===== src/rtl/regfile_sched_pkg.sv =====
// Shared widths and state encoding for the register-file write-port scheduler.
package regfile_sched_pkg;
    localparam int ADDR_W = 5;
    localparam int DATA_W = 32;
    localparam logic [ADDR_W-1:0] LAST_REG = 5'd31;

    typedef enum logic {
        INIT,
        RUN
    } state_e;
endpackage


===== src/rtl/rr_arbiter.sv =====
// Combinational round-robin arbiter: the search starts one past the last winner.
module rr_arbiter #(
    parameter int N  = 2,
    parameter int LW = (N > 1) ? $clog2(N) : 1
) (
    input  logic [N-1:0]  req_i,
    input  logic [LW-1:0] last_i,
    output logic [N-1:0]  gnt_o,
    output logic [LW-1:0] idx_o,
    output logic          any_o
);
    int          c;
    logic [LW-1:0] ci;

    always_comb begin
        gnt_o = '0;
        idx_o = '0;
        any_o = 1'b0;
        c     = 0;
        ci    = '0;
        for (int k = 1; k <= N; k++) begin
            // Wrap modulo N rather than modulo a power of two.
            c = int'(last_i) + k;
            if (c >= N) c = c - N;
            ci = LW'(c);
            if (!any_o && req_i[ci]) begin
                any_o     = 1'b1;
                gnt_o[ci] = 1'b1;
                idx_o     = ci;
            end
        end
    end
endmodule


===== src/rtl/regfile_write_sched.sv =====
// Write-port scheduler: clears r1..r31 after reset/flush, then arbitrates
// writeback requesters round-robin onto the single register-file write port.
module regfile_write_sched
    import regfile_sched_pkg::*;
#(
    parameter int NUM_REQ = 2
) (
    input  logic                      Clk,
    input  logic                      ResetN,
    input  logic                      Flush,
    input  logic [NUM_REQ-1:0]        ReqValid,
    input  logic [ADDR_W*NUM_REQ-1:0] ReqAddr,
    input  logic [DATA_W*NUM_REQ-1:0] ReqData,
    output logic [NUM_REQ-1:0]        ReqReady,
    output logic [ADDR_W-1:0]         WriteRegister,
    output logic [DATA_W-1:0]         WriteData,
    output logic                      RegWrite,
    output logic                      InitDone
);
    localparam int LW = (NUM_REQ > 1) ? $clog2(NUM_REQ) : 1;
    localparam logic [LW-1:0] LAST_RST = LW'(NUM_REQ - 1);

    state_e              state_q, state_d;
    logic [ADDR_W-1:0]   cnt_q, cnt_d;
    logic [LW-1:0]       last_q, last_d;
    logic                rw_q, rw_d;
    logic [ADDR_W-1:0]   wreg_q, wreg_d;
    logic [DATA_W-1:0]   wdata_q, wdata_d;
    logic                done_q, done_d;

    logic [NUM_REQ-1:0]  gnt;
    logic [LW-1:0]       gidx;
    logic                gany;
    logic [ADDR_W-1:0]   addr_a [NUM_REQ];
    logic [DATA_W-1:0]   data_a [NUM_REQ];

    for (genvar i = 0; i < NUM_REQ; i++) begin : g_unpack
        assign addr_a[i] = ReqAddr[i*ADDR_W +: ADDR_W];
        assign data_a[i] = ReqData[i*DATA_W +: DATA_W];
    end

    rr_arbiter #(.N(NUM_REQ), .LW(LW)) u_arb (
        .req_i  (ReqValid),
        .last_i (last_q),
        .gnt_o  (gnt),
        .idx_o  (gidx),
        .any_o  (gany)
    );

    // Flush masks every grant so no request is consumed while restarting.
    assign ReqReady = (state_q == RUN && !Flush) ? gnt : '0;

    always_comb begin
        state_d = state_q;
        cnt_d   = cnt_q;
        last_d  = last_q;
        rw_d    = 1'b0;
        wreg_d  = wreg_q;
        wdata_d = wdata_q;
        done_d  = done_q;
        unique case (state_q)
            INIT: begin
                if (Flush) begin
                    cnt_d = 5'd1;
                end else begin
                    rw_d    = 1'b1;
                    wreg_d  = cnt_q;
                    wdata_d = '0;
                    if (cnt_q == LAST_REG) begin
                        state_d = RUN;
                        done_d  = 1'b1;
                    end else begin
                        cnt_d = cnt_q + 5'd1;
                    end
                end
            end
            RUN: begin
                if (Flush) begin
                    state_d = INIT;
                    cnt_d   = 5'd1;
                    done_d  = 1'b0;
                end else if (gany) begin
                    // r0 is hardwired zero: accept the request but suppress the write.
                    rw_d    = (addr_a[gidx] != '0);
                    wreg_d  = addr_a[gidx];
                    wdata_d = data_a[gidx];
                    last_d  = gidx;
                end
            end
            default: state_d = INIT;
        endcase
    end

    always_ff @(posedge Clk or negedge ResetN) begin
        if (!ResetN) begin
            state_q <= INIT;
            cnt_q   <= 5'd1;
            last_q  <= LAST_RST;
            rw_q    <= 1'b0;
            wreg_q  <= '0;
            wdata_q <= '0;
            done_q  <= 1'b0;
        end else begin
            state_q <= state_d;
            cnt_q   <= cnt_d;
            last_q  <= last_d;
            rw_q    <= rw_d;
            wreg_q  <= wreg_d;
            wdata_q <= wdata_d;
            done_q  <= done_d;
        end
    end

    assign RegWrite      = rw_q;
    assign WriteRegister = wreg_q;
    assign WriteData     = wdata_q;
    assign InitDone      = done_q;
endmodule


===== config.mk =====
export PLATFORM = sky130hd
export DESIGN_NAME = regfile_write_sched
export DESIGN_NICKNAME = d
export VERILOG_FILES = /design/src/rtl/regfile_sched_pkg.sv /design/src/rtl/rr_arbiter.sv /design/src/rtl/regfile_write_sched.sv
export SDC_FILE = /design/constraint.sdc
export NUM_CORES = 1
export LEC_CHECK = 0
export CORE_MARGIN = 2
export CORE_UTILIZATION = 34
export CTS_BUF_LIST = sky130_fd_sc_hd__clkbuf_8
export CTS_CLUSTER_DIAMETER = 150
export DETAILED_ROUTE_END_ITERATION = 7
export HOLD_SLACK_MARGIN = 0.06
export PLACE_DENSITY = 0.71
export SETUP_SLACK_MARGIN = 0.1
export SYNTH_ARGS = -nofsm -noshare
export SYNTH_HDL_FRONTEND = slang
export SYNTH_HIERARCHICAL = 1
export SYNTH_SLANG_ARGS = --single-unit

===== constraint.sdc =====
create_clock -name Clk -period 4.1 [get_ports Clk]
set_input_delay 0.41 -clock Clk [delete_from_list [all_inputs] [get_ports Clk]]
set_output_delay 0.41 -clock Clk [all_outputs]
set_load 0.05 [all_outputs]

==> results.sh <==
export IMPL_start_kind="flop"
export IMPL_port_buffers=119
export IMPL_diodes=0
export IMPL_wirelength_microns=5728
export IMPL_period_needed_ns=2.622
export IMPL_clockRootBuffer="clkbuf_8"
export IMPL_synth_edf_count=0
export IMPL_syn_inst=185
export IMPL_grt_max_degree=47
export IMPL_synthArstFlopShare_pct=100.0
export IMPL_synth_xor_area_share_pct=0.7617
export IMPL_slew_violations=0
export IMPL_coreArea_sq_um=6459
export IMPL_die_y_microns=86.24
export IMPL_timing_hold_ws_ns=0.2748
export IMPL_viasPerCell=4.949
export IMPL_synth_mux_area_share_pct=19.04
export IMPL_clk_path_buf_depth=2
export IMPL_synth_cell_area_sq_um=2300
export IMPL_yosysSeqAreaShare_pct=50.16
export IMPL_grt_busiest_layer="met2"
export IMPL_status="completed"
export IMPL_ys_ff_latch=46
export IMPL_hold_viol=0
export IMPL_ys_types=32
export IMPL_place_congestion=0.7863
export IMPL_first_pass_iters=4
export IMPL_power_density_nw_per_um2=263.0
export IMPL_rows=29
export IMPL_grt_ovfl_total=0
export IMPL_ant_nets=0
export IMPL_worstSetupEndpointType="primary output"
export IMPL_path_clk_slew_ns=0.08
export IMPL_setup_viol=0
export IMPL_cts_tree="done"
export IMPL_cts_repair_resized=0
export IMPL_fmax_mhz=381.5
export IMPL_grt_util_met3_pct=5.524
export IMPL_hpwlAfterDp_microns=4266
export IMPL_maxCapViolCount=0
export IMPL_max_vdd_ir_drop_v=0.0001469
export IMPL_arrival_ns=2.21
export IMPL_leakage_nw=1.534
export IMPL_final_cell_mix="clkdlybuf4s50_1 (118), dfrtp_1 (44), mux2i_1 (37)"
export IMPL_pwr_share_comb_pct=20.7
export IMPL_vias=1861
export IMPL_drive_above_1_share_pct=7.692
export IMPL_cts_hold_buffers=0
export IMPL_clock_power_share_pct=29.1
export IMPL_cpMaxStageDelayCell="clkdlybuf4s50_1"
export IMPL_ys_flop_type="dfrtp_1"
export IMPL_max_slew_margin_pct=32.54
export IMPL_period_share_pct=63.94
export IMPL_die_area_sq_um=7437
export IMPL_io_pins=120
export IMPL_cts_buffers=5
export IMPL_final_common_cell="clkdlybuf4s50_1"
export IMPL_grt_usage_pct=15.47
export IMPL_synthAdderAreaFrac_pct=1.088
export IMPL_pwr_share_seq_pct=50.2
export IMPL_postCtsSetupBuffers=0
export IMPL_start_util_pct=35.61
export IMPL_slowest_delay_ns=0.80
export IMPL_cp_max_fo=19
export IMPL_hold_path_class="input pin to asynchronous set/reset pin"
export IMPL_tightest_slew_ns=1.009
export IMPL_syn_avg_cell_area_sq_um=12.43
export IMPL_synth_top_family_by_area="multiplexers"
export IMPL_first_global_vias=1968
export IMPL_first_iter_violations=42
export IMPL_p_sw_mw=0.2312
export IMPL_rsz0062_at_grt="false"
export IMPL_cp_cell_sequence="nor2b_2 -> and2_1 -> clkdlybuf4s50_1"
export IMPL_cp_required_ns=3.69
export IMPL_synth_compound_area_share_pct=18.17
export IMPL_use_met2_pct=24.95
export IMPL_clk_latency_ns=0.28
export IMPL_cts_htree_levels=2
export IMPL_crit_type="flop to primary output"
export IMPL_use_met1_pct=20.56
export IMPL_switching_share_pct=24.56
export IMPL_antenna_found_initial=0
export IMPL_clock_skew_ns=0.005669
export IMPL_p_int_mw=0.7102
export IMPL_fin_setup_tns_ns=0
export IMPL_synth_nets=266
export IMPL_yosysWarnings=6
export IMPL_detail_route_drc_violations=0
export IMPL_die_w_microns=86.24
export IMPL_wl_per_cell_microns=15.23
export IMPL_cts_sinks=46
export IMPL_yosys_area_share_simple_pct=5.223
export IMPL_layout_nets=379
export IMPL_grt_pass1_wl_microns=9239
export IMPL_area_growth_pct=55.66
-- sequential cells by signal, indices dropped and copies added, names as in the netlist --
register / flops
WriteData: 32
WriteRegister: 5
cnt_q: 5
InitDone: 1
RegWrite: 1
last_q: 1
state_q: 1
-- power by group through the flow --
stage / Sequential [mW] / Combinational, mW / Clock [mW]
floorplan: 0.500 / 0.0747 / 0
global placement: 0.482 / 0.197 / 0
detailed placement: 0.482 / 0.198 / 0
CTS: 0.473 / 0.199 / 0.283
global route: 0.475 / 0.212 / 0.304
finish: 0.473 / 0.195 / 0.274
-- layer usage --
layer / share of wire, % / up-vias
li1: - / 915
met1: 43 / 859
met2: 46 / 82
met3: 10 / 5
met4: 0.45 / 0
met5: 0 / -
-- through the flow --
step / utilization, % / power [mW] / cells / instance area (sq um) / worst slack [ns]
after floorplan: - / 0.5747 / 185 / 2300 / 2.470
after global placement: 54.01 / 0.6786 / 368 / 3488 / 1.491
after detailed placement: 54.01 / 0.6801 / 368 / 3488 / 1.377
after CTS: 55.42 / 0.9554 / 376 / 3580 / 1.466
after global routing: 55.42 / 0.9911 / 376 / 3580 / 1.337
final: 55.42 / 0.9414 / 376 / 3580 / 1.478
-- synth_stat cells (3+ instances only) --
| cell type | number | share of area, % |
|---|---|---|
| dfrtp_1 | 44 | 48 |
| mux2i_1 | 37 | 16 |
| o2bb2ai_1 | 33 | 13 |
| a21oi_1 | 10 | 2.2 |
| nor2_1 | 8 | 1.3 |
| buf_4 | 7 | 2.3 |
| mux2_2 | 6 | 2.9 |
| buf_2 | 4 | 0.87 |
| buf_6 | 3 | 1.5 |
| nand2_1 | 3 | 0.49 |
-- cells by family (layout without fill, tap and decap cells) --
kind of cell | after synthesis | count (layout)
AOI/OAI and AO/OA | 52 | 52
xor gates and xnor gates | 2 | 2
adders and majority gates | 2 | 2
buffers and inverters | 17 | 131
DFF | 46 | 46
muxes | 43 | 43
and+or+nand+nor | 23 | 23
-- path summary, 6_finish.rpt --
| path | start | end | slack, ns | depth (start not counted) |
|---|---|---|---|---|
| worst min-delay path | ResetN | InitDone | 0.27 | 1 |
| worst max-delay path | state_q | ReqReady[1] | 1.48 | 3 |
| min in group Clk | WriteData[1] | WriteData[1] | 0.49 | 1 |
| worst max register to register | state_q | WriteRegister[3] | 1.93 | 3 |
| worst min register to register | WriteData[1] | WriteData[1] | 0.49 | 1 |
| max in group asynchronous | ResetN | WriteData[31] | 3.19 | 1 |
-- worst max-delay path, delay by kind of cell, from the launching register on --
kind	cells	cell delay, ns
simple gates	2	0.43
flops	1	0.70
buf+inv	1	0.80
-- area by class of cell --
class,instances,area [sq um]
Fill cell,605,2879
Tap cell,77,96.34
Multi-Input combinational cell,122,1030
Clock inverter,2,8.758
Clock buffer,6,82.58
Sequential cell,46,1154
Inverter,2,7.507
Timing Repair Buffer,121,1201
(Power assumes the default switching activity.)
